File: src/rtl/axi_uart_rx_poller.sv
// axi_uart_rx_poller: polls a UART STAT/RX register pair over AXI4-Lite and buffers received bytes
module axi_uart_rx_poller #(
  parameter int POLL_GAP  = 4,
  parameter int OUT_DEPTH = 4
) (
  input  logic        clk_i,
  input  logic        rst_i,
  input  logic        enable_i,
  input  logic        clr_i,
  output logic [3:0]  m_axi_araddr,
  output logic        m_axi_arvalid,
  input  logic        m_axi_arready,
  input  logic [31:0] m_axi_rdata,
  input  logic [1:0]  m_axi_rresp,
  input  logic        m_axi_rvalid,
  output logic        m_axi_rready,
  output logic [7:0]  byte_o,
  output logic        byte_valid_o,
  input  logic        byte_ready_i,
  output logic        overrun_o,
  output logic        frame_err_o,
  output logic        parity_err_o,
  output logic        resp_err_o,
  output logic        eol_o
);
  localparam int AW = $clog2(OUT_DEPTH);
  typedef enum logic [2:0] {GAP, AR_STAT, R_STAT, AR_DATA, R_DATA} state_t;
  state_t state_q, state_d;
  logic [7:0] cnt_q, cnt_d;
  logic arvalid_q, arvalid_d, rready_q, rready_d, eol_q, eol_d;
  logic [3:0] araddr_q, araddr_d;
  logic [3:0] err_q, err_d;
  logic [7:0] mem_q [OUT_DEPTH];
  logic [AW-1:0] wptr_q, wptr_d, rptr_q, rptr_d;
  logic [AW:0] occ_q, occ_d;
  logic r_hs, rsp_ok, push, pop;
  logic unused_rdata;
  assign unused_rdata = ^m_axi_rdata[31:8];
  assign m_axi_araddr = araddr_q;
  assign m_axi_arvalid = arvalid_q;
  assign m_axi_rready = rready_q;
  assign byte_valid_o = occ_q != '0;
  assign byte_o = byte_valid_o ? mem_q[rptr_q] : 8'h00;
  assign eol_o = eol_q;
  assign {resp_err_o, parity_err_o, frame_err_o, overrun_o} = err_q;
  always_comb begin
    r_hs = rready_q && m_axi_rvalid;
    rsp_ok = m_axi_rresp == 2'b00;
    push = state_q == R_DATA && r_hs && rsp_ok;
    pop = byte_valid_o && byte_ready_i;
    occ_d = occ_q + (AW+1)'(push) - (AW+1)'(pop);
    wptr_d = wptr_q + AW'(push);
    rptr_d = rptr_q + AW'(pop);
    eol_d = pop && byte_o == 8'h0A;
    // a flag being set in the same cycle as clr_i survives the clear
    err_d = (clr_i ? 4'b0000 : err_q) |
            {r_hs && !rsp_ok, state_q == R_STAT && r_hs && rsp_ok ? m_axi_rdata[7:5] : 3'b000};
    state_d = state_q;
    cnt_d = '0;
    arvalid_d = arvalid_q;
    araddr_d = araddr_q;
    rready_d = rready_q;
    case (state_q)
      GAP: begin
        cnt_d = cnt_q == 8'(POLL_GAP) ? (enable_i ? 8'd0 : cnt_q) : cnt_q + 8'd1;
        if (cnt_q == 8'(POLL_GAP) && enable_i) begin
          state_d = AR_STAT;
          arvalid_d = 1'b1;
          araddr_d = 4'h8;
        end
      end
      AR_STAT, AR_DATA: if (m_axi_arready) begin
        state_d = state_q == AR_STAT ? R_STAT : R_DATA;
        arvalid_d = 1'b0;
        rready_d = 1'b1;
      end
      R_STAT: if (m_axi_rvalid) begin
        rready_d = 1'b0;
        state_d = GAP;
        if (rsp_ok && m_axi_rdata[0] && occ_q != (AW+1)'(OUT_DEPTH)) begin
          state_d = AR_DATA;
          arvalid_d = 1'b1;
          araddr_d = 4'h0;
        end
      end
      R_DATA: if (m_axi_rvalid) begin
        rready_d = 1'b0;
        state_d = GAP;
      end
      default: state_d = GAP;
    endcase
  end
  always_ff @(posedge clk_i) begin
    if (rst_i) begin
      state_q <= GAP;
      cnt_q <= '0;
      arvalid_q <= 1'b0;
      araddr_q <= '0;
      rready_q <= 1'b0;
      eol_q <= 1'b0;
      err_q <= '0;
      wptr_q <= '0;
      rptr_q <= '0;
      occ_q <= '0;
    end else begin
      state_q <= state_d;
      cnt_q <= cnt_d;
      arvalid_q <= arvalid_d;
      araddr_q <= araddr_d;
      rready_q <= rready_d;
      eol_q <= eol_d;
      err_q <= err_d;
      wptr_q <= wptr_d;
      rptr_q <= rptr_d;
      occ_q <= occ_d;
    end
  end
  always_ff @(posedge clk_i) begin
    if (push) mem_q[wptr_q] <= m_axi_rdata[7:0];
  end
endmodule

File: config.mk
export PLATFORM = sky130hd
export DESIGN_NAME = axi_uart_rx_poller
export DESIGN_NICKNAME = d
export VERILOG_FILES = /design/src/rtl/axi_uart_rx_poller.sv
export SDC_FILE = /design/constraint.sdc
export NUM_CORES = 1
export LEC_CHECK = 0
export CORE_AREA = 2 2 95 97
export CTS_BUF_LIST = sky130_fd_sc_hd__clkbuf_8
export DETAILED_ROUTE_END_ITERATION = 16
export DIE_AREA = 0 0 97 99
export GPL_TIMING_DRIVEN = 0
export PLACE_DENSITY = 0.49
export SLEW_MARGIN = 20
export SYNTH_ARGS = -nofsm -noshare
export SYNTH_HDL_FRONTEND = slang
export SYNTH_SLANG_ARGS = --single-unit
File: constraint.sdc
create_clock -name clk_i -period 3.3 [get_ports clk_i]
set_input_delay 0.66 -clock clk_i [delete_from_list [all_inputs] [get_ports clk_i]]
set_output_delay 0.66 -clock clk_i [all_outputs]
set_load 0.03 [all_outputs]
# --- Word level (Yosys, flattened, before mapping) ---
# Memories as Yosys holds them, arrays and structs flattened. A register that Yosys moved wholly into a read port is not among the register bits.
# Cells that the tools add are included.
word_totals:
  register_bits: 29
  ram_bits: 32
  input_bits: 41
  out_inout_bits: 20
  mem_count: 1
memory_table:
  columns: ["name", "depth", "width", "rd", "rd_clocked_by_memory_dff", "write_ports", "line", "rtl"]
  rows:
  - ["mem_q", 4, 8, 1, 1, 1, "33", "logic [7:0] mem_q [OUT_DEPTH];"]
op_classes:
  n_addsub: 5
  n_eq_ne: 14
  n_mux: 27
  n_bitwise: 2
  n_reduce_logical: 25
op_table:
  columns: ["cell", "n"]
  rows:
  - ["8-bit two-way mux", 3]
  - ["3-bit two-way mux", 6]
  - ["4-bit two-way mux", 4]
  - ["3-bit case mux with 4 select lines", 1]
  - ["1-bit logical AND", 11]
  - ["2-bit inequality test (second input constant)", 5]
  - ["8-bit by 1-bit adder with 8-bit output (second input constant)", 1]
  - ["8-bit by 3-bit == test with 1-bit output (second input constant)", 1]
  - ["8-bit by 4-bit == test with 1-bit output (second input constant)", 1]
  - ["1-bit two-way mux", 8]
  - ["4-bit case mux with 2 select lines", 1]
  - ["4-bit AND reduction", 2]
  - ["3-bit by 2-bit == test with 1-bit output (second input constant)", 2]
  - ["3-bit nonzero test", 2]
  - ["2-bit OR reduction", 3]
  - ["5-bit AND reduction", 1]
  - ["2-bit by 1-bit adder with 2-bit output", 2]
  - ["2-bit two-way mux", 2]
  - ["2-bit by 1-bit inequality test with 1-bit output (second input constant)", 2]
  - ["4-bit bitwise OR", 1]
  - ["2-bit nonzero test", 2]
  - ["3-bit by 1-bit adder with 3-bit output", 1]
  - ["3-bit by 1-bit == test with 1-bit output (second input constant)", 1]
  - ["3-bit == test (second input constant)", 1]
  - ["9 further kinds", 9]

# --- Longest topological paths before layout ---
# Gate-level depths: netlist of the first run.
logic_depth:
  ltp_word: 6
  ltp_mapped: 10

# --- Worst setup path before layout of the first run ---
# OpenSTA, ideal clock, no wires.
synth_path:
  kind: "input-to-reg"
  start: "input port m_axi_rresp[1]"
  end: "register occ_q[2]"
  arrival_ns: 2.231
  path_slack_ns: 0.942
  cell_stages: 9
  path_buffers: 0
  cell_sequence: "nor4bb_1 -> nand3_1 -> inv_1 -> xnor2_1 -> ha_1 -> fa_1 -> xnor2_1 -> xnor2_1 -> nor2_1"
synth_between:
  elab_chain_len: 4
synth_rtl:
  columns: ["item", "line", "rtl"]
  rows:
  - ["start: declaration", "14", "input logic [1:0] m_axi_rresp,"]
  - ["2-bit logical NOT", "48", "rsp_ok = m_axi_rresp == 2'b00;"]
  - ["1-bit logical AND", "49", "push = state_q == R_DATA && r_hs && rsp_ok;"]
  - ["3-bit by 1-bit adder with 3-bit output", "51", "occ_d = occ_q + (AW+1)'(push) - (AW+1)'(pop);"]
  - ["3-bit by 1-bit subtractor with 3-bit output", "51", null]
  - ["end signal: assignment", "104", "occ_q <= '0;"]
  - ["end signal: assignment", "115", "occ_q <= occ_d;"]
  - ["end: declaration", "35", "logic [AW:0] occ_q, occ_d;"]
# No other way between the ends.
# A chain may end at the register's enable or synchronous reset.

==> results_dict.tcl, run 1 <==
set metrics [dict create \
    syn_avg_cell_area_sq_um 12.48 \
    grt_pass1_wl_microns 8549 \
    cp.arrival_ns 2.26 \
    fp.dieW_microns 97 \
    routabilityCongestion 0.8144 \
    overflow 0 \
    period_share_pct 88.61 \
    cp-startpoint "rptr_q[1]" \
    numCtsBuffers 9 \
    start_util_pct 29.62 \
    multi_input_area_sq_um 975.9 \
    hold_start "err_q[3]" \
    setup.worst_path.start_class "register" \
    skew_ns 0.004886 \
    leakage_nw 1.156 \
    power.total_w 0.002288 \
    area_growth_syn_to_layout_pct 28.31 \
    n_antenna_cell 0 \
    max_slew.worst_pin.slew_ns 0.8252 \
    viasPerCell 4.607 \
    ioPinCount 61 \
    antenna_found_initial 0 \
    powerDensity_nw_per_um2 704.2 \
    end_kind "output pin" \
    clock_path_buffers 2 \
    totalWireLength_microns 5175 \
    crit_required_ns 2.64 \
    status "finished clean" \
    synth_compound_area_share_pct 6.374 \
    synth_fa_ha_area_share_pct 2.767 \
    cts_setup_buffers 0 \
    criticalPathCategory "reg -> out" \
    synth_seq_cells 58 \
    clkTransAtPathRegs_ns 0.07 \
    die_area_sq_um 9603 \
    yosysSeqAreaShare_pct 58.50 \
    synth_top_family_by_area "simple AND/OR/NAND/NOR gates" \
    synth_simple_gate_area_share_pct 16.16 \
    grt_pass1_vias 1674 \
    nNetsFinal 294 \
    muxShareOfSynthArea_pct 8.449 \
    slew_headroom_pct 44.78 \
    grt_max_degree 13 \
    clockRootBuffer "clkbuf_8" \
    hp-class "reg -> reg" \
    drtIter0Drc 43 \
    wl_per_cell_microns 14.34 \
    dp_cells 345 \
    globalRouteTotalUtil_pct 11.57 \
    rsz0062_at_grt "false" \
    crit_path_max_fanout 9 \
    hold_viol_final 0 \
    max_cap_violations 0 \
    max_freq_mhz 342.0 \
    core_sq_um 8551 \
    cts_resized 0 \
    irDropWorstVdd_mv 0.2160 \
    cts_tree "yes" \
    fin_setup_tns_ns 0 \
    row_count 34 \
    fillers 837 \
    clock_latency_ns 0.33 \
    drc_errors 0 \
    timing.rr.start "m_axi_rready" \
    syn-cell-area_sq_um 2532 \
    final_antenna_net_count 0 \
    setup_viol 0 \
    final_util_pct 38.00 \
    die_h_microns 99 \
    portBuffers 32 \
    cts_hold_buf 0 \
    synth_xor_xnor_area_share_pct 4.150 \
    final_cells 361 \
    layout_common_cells "32 x clkdlybuf4s50_1, 32 x edfxtp_1, 26 x dfxtp_1, 21 x nor2_1" \
    ys_warn_count 0 \
    drive_above_1_share_pct 11.46 \
    min_period_ns 2.924 \
    ys_types 43 \
    netlist_instances 203 \
    drtPass1Iterations 4 \
    vias 1663 \
    cts.sink_count 58 \
    htreeDepth 3 \
    dpl.hpwl_microns 3610 \
    final_max_slew_viol_count 0 \
    timing.hold.ws_ns 0.4880 \
    seq_area_sq_um 1481 \
]
state kept, by name, indices dropped and copies added, names as in the netlist:
register	flops
mem_q	32
cnt_q	8
err_q	4
occ_q	3
state_q	3
rptr_q	2
wptr_q	2
eol_o	1
m_axi_araddr	1
m_axi_arvalid	1
m_axi_rready	1
critical path, cell delays in order (launching register included):
cell             delay [ns]
dfxtp_1                0.31
clkbuf_1               0.43
mux4_2                 0.41
and2_2                 0.20
clkdlybuf4s50_1        0.59
final timing paths:
check                            endpoint  slack [ns]  cells past startpoint
worst min register to register   err_q[3]        0.49                      2
worst min-delay path             err_q[3]        0.49                      2
worst max-delay path            byte_o[7]        0.38                      4
worst max register to register   occ_q[2]        0.81                      9
cell usage after synthesis:
| cell | number | share of area, % |
|---|---|---|
| mux4_2 | 3 | 2.7 |
| a32oi_1 | 2 | 0.69 |
| a31oi_1 | 2 | 0.49 |
| buf_6 | 1 | 0.44 |
| nor4bb_1 | 2 | 0.79 |
| nor3_1 | 2 | 0.40 |
| a21oi_1 | 8 | 1.6 |
| buf_2 | 1 | 0.20 |
| or3_1 | 4 | 0.99 |
| edfxtp_1 | 32 | 38 |
| and2_2 | 1 | 0.30 |
| o31ai_1 | 1 | 0.30 |
| o211ai_1 | 3 | 0.89 |
| mux2_4 | 1 | 0.59 |
| nand3_1 | 9 | 1.8 |
| nor2b_1 | 8 | 2.0 |
| a211oi_1 | 2 | 0.59 |
| nand4_1 | 1 | 0.25 |
| nor2_1 | 21 | 3.1 |
| dfxtp_1 | 26 | 21 |
| and3_1 | 7 | 1.7 |
| xnor2_1 | 5 | 1.7 |
| a21o_1 | 1 | 0.30 |
| o21ai_0 | 3 | 0.59 |
| nand2b_1 | 2 | 0.49 |
| a311oi_1 | 1 | 0.35 |
| buf_4 | 3 | 0.89 |
| or3b_2 | 1 | 0.35 |
| nor4b_2 | 1 | 0.59 |
| and2_1 | 7 | 1.7 |
| inv_1 | 7 | 1.0 |
| conb_1 | 1 | 0.15 |
| xor2_1 | 7 | 2.4 |
| and4_1 | 1 | 0.35 |
| mux4_1 | 5 | 5.2 |
| ha_1 | 4 | 2.0 |
| fa_1 | 1 | 0.79 |
| o21a_1 | 1 | 0.30 |
| nor3b_1 | 1 | 0.30 |
| a21boi_0 | 1 | 0.30 |
| clkbuf_1 | 5 | 0.74 |
| nand2_1 | 7 | 1.0 |
| buf_1 | 1 | 0.15 |
cell families (layout without fill, tap and decap cells):
group,after synthesis,after routing
compound gates,25,25
xor+xnor,12,12
fa+ha+maj,5,5
buf+inv,18,66
flops,58,58
mux,9,9
other cells,1,3
simple gates,75,75
through the flow:
step	area (sq um)	setup slack (ns)
final	3249	0.3758
after global routing	3249	0.2169
after CTS	3249	0.3258
after detailed placement	3000	0.05014
after global placement	2995	-0.03333
after floorplan	2540	0.9417
where the power goes:
group,total [W],internal [W],switching (W)
Sequential,0.000815,0.000791,0.0000234
Clock,0.000819,0.000509,0.000309
Combinational,0.000655,0.000303,0.000352
Total,0.00229,0.00160,0.000685
final cells by class:
class	instances	share of cell area, %
Sequential cell	58	45.59
Multi-Input combinational cell	129	30.03
Timing Repair Buffer	32	9.858
Tap cell	108	4.159
Clock inverter	7	3.851
Clock buffer	9	3.812
Buffer	11	1.887
Inverter	7	0.8086
layer usage:
| metal | wire (microns) | GRT usage, % |
|---|---|---|
| met1 | 2506 | 15.82 |
| met4 | 81 | 5.525 |
| met2 | 2365 | 17.15 |
| met3 | 221 | 3.050 |
| met5 | 0 | 0 |
Note: power is estimated with default switching activity, not from simulation.
==> run 2: changes to the inputs <==
==> constraint.sdc (replaced) <==
create_clock -name clk_i -period 2.8 [get_ports clk_i]
set_input_delay 0.56 -clock clk_i [delete_from_list [all_inputs] [get_ports clk_i]]
set_output_delay 0.56 -clock clk_i [all_outputs]
set_load 0.03 [all_outputs]
==> results_dict.tcl, run 2 (synthesized netlist as in run 1, its figures left out) <==
set metrics [dict create \
    n_antenna_cell 0 \
    powerDensity_nw_per_um2 822.1 \
    fp.dieW_microns 97 \
    power.total_w 0.002690 \
    die_h_microns 99 \
    internal_power_w 0.001882 \
    p_sw_share_pct 30.04 \
    drtPass1Iterations 4 \
    hp-class "reg -> reg" \
    htreeDepth 3 \
    cp.depth 4 \
    status "finished clean" \
    dpl-instance-area_sq_um 3000 \
    hold_start "err_q[3]" \
    cp.arrival_ns 2.16 \
    grt_max_degree 13 \
    layout_common_cells "32 x edfxtp_1, 27 x clkdlybuf4s50_1, 26 x dfxtp_1, 20 x nor2_1, 9 x clkbuf_8" \
    r2r_cells 9 \
    row_count 34 \
    final_common_cell "edfxtp_1" \
    final_antenna_net_count 0 \
    core_sq_um 8551 \
    timing.hold.ws_ns 0.4879 \
    portBuffers 32 \
    slowest_delay_ns 0.58 \
    regMostFlops "mem_q" \
    crit_required_ns 2.24 \
    fin_area_sq_um 3272 \
    clock_path_buffers 2 \
    grt_pass1_vias 1668 \
    path_cells "buf_6 -> mux4_1 -> and2_1 -> clkdlybuf4s50_1" \
    cp_slowest_cell "mux4_1" \
    grt_pass1_wl_microns 8556 \
    globalRouteTotalUtil_pct 11.59 \
    drc_errors 0 \
    cts_tree "yes" \
    comb_power_share_pct 28.1 \
    cts_setup_buffers 0 \
    max_cap_violations 0 \
    drtIter0Drc 52 \
    clock_power_share_pct 35.9 \
    vias 1694 \
    reg2reg_to "occ_q[2]" \
    power_switching_w 0.0008081 \
    cp_top_family "buffers and inverters" \
    clkTransAtPathRegs_ns 0.07 \
    drive_above_1_share_pct 13.10 \
    rsz0062_at_grt "false" \
    totalWireLength_microns 5223 \
    viasPerCell 4.706 \
    overflow 0 \
    min_period_ns 2.721 \
    routabilityCongestion 0.8144 \
    final_cells 360 \
    numCtsBuffers 9 \
    whs_path_depth 2 \
    slew_headroom_pct 47.06 \
    r2r_slack_ns 0.50 \
    wl_per_cell_microns 14.51 \
    dp_cells 345 \
    clockRootBuffer "clkbuf_8" \
    crit_path_max_fanout 10 \
    ioPinCount 61 \
    die_area_sq_um 9603 \
    dpl.hpwl_microns 3610 \
    criticalPathCategory "reg -> out" \
    setup.worst_path.start_class "register" \
    cts.sink_count 58 \
    timing.rr.start "m_axi_rready" \
    antenna_found_initial 0 \
    clock_latency_ns 0.33 \
    end_kind "output pin" \
    seq_power_share_pct 36.0 \
    irDropWorstVdd_mv 0.2544 \
    hold_viol_final 0 \
    reg_top3 "mem_q (32), cnt_q (8), err_q (4)" \
    nNetsFinal 293 \
    max_slew.worst_pin.slew_ns 0.7912 \
    cp.buffers_inverters 2 \
    holdPathEnd "err_q[3]" \
    max_freq_mhz 367.6 \
    setup_viol 0 \
    period_share_pct 97.16 \
    area_growth_syn_to_layout_pct 29.20 \
    start_util_pct 29.62 \
    largest_reg_flops 32 \
    final_max_slew_viol_count 0 \
    skew_ns 0.005471 \
    leakage_nw 1.224 \
]
run 2: cell types whose count changed in the layout (fill, tap and decap cells not counted), sizes merged:
cell	before	now
clkdlybuf4s50	32	27
dlymetal6s2s	0	5
clkbuf	14	13
run 2: layer usage:
| layer | part of all wire (%) | GRT usage, % | wire [microns] | vias to the layer above |
|---|---|---|---|---|
| met5 | 0 | 0 | 0 | - |
| met4 | 1.6 | 5.525 | 86 | 0 |
| met3 | 4.4 | 3.050 | 232 | 8 |
| met2 | 45 | 17.04 | 2374 | 38 |
| met1 | 48 | 15.95 | 2529 | 823 |
| li1 | - | - | - | 825 |
run 2: cell type report:
cell class | count | area [sq um]
fillers | 838 | 5279
flip-flops and latches | 58 | 1481
multi-input cells | 129 | 989.7
repair buffers | 32 | 332.8
well taps | 108 | 135.1
clock inverters | 7 | 125.1
clock buffers | 9 | 123.9
plain buffers | 10 | 57.56
inverters | 7 | 26.28
run 2: power groups by stage:
stage | logic (W) | clock network [W] | registers (W)
global route | 0.000815 | 0.00102 | 0.000974
CTS | 0.000774 | 0.000985 | 0.000970
floorplan | 0.000515 | 0 | 0.000976
finish | 0.000755 | 0.000966 | 0.000970
global placement | 0.000778 | 0 | 0.000978
detailed placement | 0.000783 | 0 | 0.000979
run 2: worst register-to-register path, stage by stage (launching register included):
cell	delay, ns
dfxtp_1	0.38
nor4bb_2	0.41
nand3_2	0.19
inv_2	0.15
xnor2_1	0.08
ha_1	0.19
fa_1	0.38
xnor2_1	0.19
xnor2_1	0.14
nor2_1	0.06
run 2: per-stage QoR:
stage                     util, %  setup TNS, ns  setup slack [ns]
after floorplan                 -              0            0.5249
after global placement      35.03         -6.958           -0.4333
after detailed placement    35.09         -5.131           -0.3499
after CTS                   37.96              0          0.001521
after global routing        38.26              0          0.001088
final                       38.26              0           0.07949
run 2: repair_timing:
action,in CTS,in global routing
gates resized for setup,0,9
endpoints found under the hold margin,0,0
hold buffers,0,0
setup endpoints to repair,8,22
run 2: worst max path at each step:
stage | startpoint | endpoint | slack (ns)
5_1_grt | rptr_q[0] | byte_o[4] | 0.001
6_report | rptr_q[0] | byte_o[4] | 0.08
3_5_place_dp | m_axi_rvalid | occ_q[2] | -0.35
2_1_floorplan | m_axi_rready | occ_q[2] | 0.52
3_3_place_gp | m_axi_rvalid | mem_q[0][2] | -0.43
4_1_cts | rptr_q[0] | byte_o[0] | 0.002
==> run 3: changes to the inputs <==
--- a/config.mk
+++ b/config.mk
@@ -10,7 +10,6 @@
 export DETAILED_ROUTE_END_ITERATION = 16
 export DIE_AREA = 0 0 97 99
 export GPL_TIMING_DRIVEN = 0
-export PLACE_DENSITY = 0.49
 export SLEW_MARGIN = 20
 export SYNTH_ARGS = -nofsm -noshare
 export SYNTH_HDL_FRONTEND = slang
==> results_dict.tcl, run 3 (synthesized netlist as in run 1, its figures left out) <==
set metrics [dict create \
    numCtsBuffers 9 \
    setup.worst_path.start_class "register" \
    setup_viol 0 \
    viasPerCell 4.593 \
    dpl.hpwl_microns 3456 \
    clock_path_buffers 2 \
    criticalPathCategory "reg -> out" \
    overflow 0 \
    drc_errors 0 \
    period_share_pct 96.69 \
    clock_latency_ns 0.33 \
    die_h_microns 99 \
    drtIter0Drc 93 \
    antenna_found_initial 0 \
    cts.sink_count 58 \
    htreeDepth 3 \
    routabilityCongestion 0.8065 \
    crit_path_max_fanout 10 \
    status "finished clean" \
    end_kind "output pin" \
    skew_ns 0.004957 \
    reg_top3 "mem_q (32), cnt_q (8), err_q (4)" \
    final_max_slew_viol_count 0 \
    final_common_cell "edfxtp_1" \
    crit_required_ns 2.24 \
    nNetsFinal 294 \
    drive_above_1_share_pct 11.46 \
    core_sq_um 8551 \
    portBuffers 32 \
    largest_reg_flops 32 \
    n_antenna_cell 0 \
    vias 1658 \
    hp-class "reg -> reg" \
    max_freq_mhz 369.4 \
    leakage_nw 1.216 \
    fin_setup_tns_ns 0 \
    die_area_sq_um 9603 \
    grt_pass1_wl_microns 8066 \
    regMostFlops "mem_q" \
    max_cap_violations 0 \
    rsz0062_at_grt "false" \
    postLayoutSetupSlackWorst_ns 0.09263 \
    r2r_slack_ns 0.52 \
    totalWireLength_microns 4953 \
    grt_max_degree 11 \
    globalRouteTotalUtil_pct 10.94 \
    row_count 34 \
    start_util_pct 29.62 \
    slew_headroom_pct 44.08 \
    hold_viol_final 0 \
    irDropWorstVdd_mv 0.2790 \
    dpl-instance-area_sq_um 3008 \
    clkTransAtPathRegs_ns 0.07 \
    area_growth_syn_to_layout_pct 27.62 \
    cts_setup_buffers 0 \
    wl_per_cell_microns 13.72 \
    min_period_ns 2.707 \
    dp_slack_ns -0.1509 \
    powerDensity_nw_per_um2 784.2 \
    clockRootBuffer "clkbuf_8" \
    drtPass1Iterations 4 \
    ioPinCount 61 \
    fin_area_sq_um 3232 \
    final_antenna_net_count 0 \
    layout_common_cells "32 x edfxtp_1, 27 x clkdlybuf4s50_1, 26 x dfxtp_1, 21 x nor2_1" \
    cts_tree "yes" \
    grt_pass1_vias 1611 \
    max_slew.worst_pin.slew_ns 0.8357 \
    cp.arrival_ns 2.15 \
    fp.dieW_microns 97 \
]
[run 3: worst max-delay path, cell delays in order, from the launching register on]
cell,delay [ns]
dfxtp_1,0.33
buf_6,0.17
mux4_1,0.57
and2_1,0.17
clkdlybuf4s50_1,0.58
[run 3: routing by layer]
layer | part of all wire (%) | global-route usage (%) | up-vias
li1 | - | - | 827
met1 | 49 | 14.46 | 791
met2 | 46 | 16.56 | 35
met3 | 4.3 | 3.617 | 5
met4 | 1.4 | 4.550 | 0
met5 | 0 | 0 | -
[run 3: what timing repair did]
item,4_1_cts,5_1_grt
hold buffers,0,0
endpoints found under the setup margin,7,6
resized for setup,0,6
cloned,0,0
[run 3: through the flow]
stage               std cells  util [%]  power, W  hold WS, ns
floorplan                 205         -  0.001490       0.4900
global placement          345     35.03  0.001742       0.4603
detailed placement        346     35.18  0.001749       0.4717
CTS                       361     37.58  0.002569       0.4850
global route              361     37.80  0.002658       0.5162
finish                    361     37.80  0.002535       0.4797
[run 3: where the power goes]
group / switching [W] / internal, W / total, W
clock network: 0.000329 / 0.000491 / 0.000820
registers: 0.0000354 / 0.000933 / 0.000968
logic: 0.000397 / 0.000349 / 0.000746
[run 3: path summary, 6_finish.rpt]
path | from | endpoint | cells past startpoint
worst min register to register | err_q[3] | err_q[3] | 2
worst min-delay path | err_q[3] | err_q[3] | 2
worst max register to register | state_q[1] | occ_q[2] | 10
worst max-delay path | rptr_q[0] | byte_o[6] | 4
[run 3: final cells by class]
class	instances	area (sq um)
Fill cell	825	5319
Sequential cell	58	1481
Inverter	7	26.28
Clock buffer	9	123.9
Buffer	10	57.56
Multi-Input combinational cell	129	982.2
Clock inverter	7	85.08
Tap cell	108	135.1
Timing Repair Buffer	33	340.3
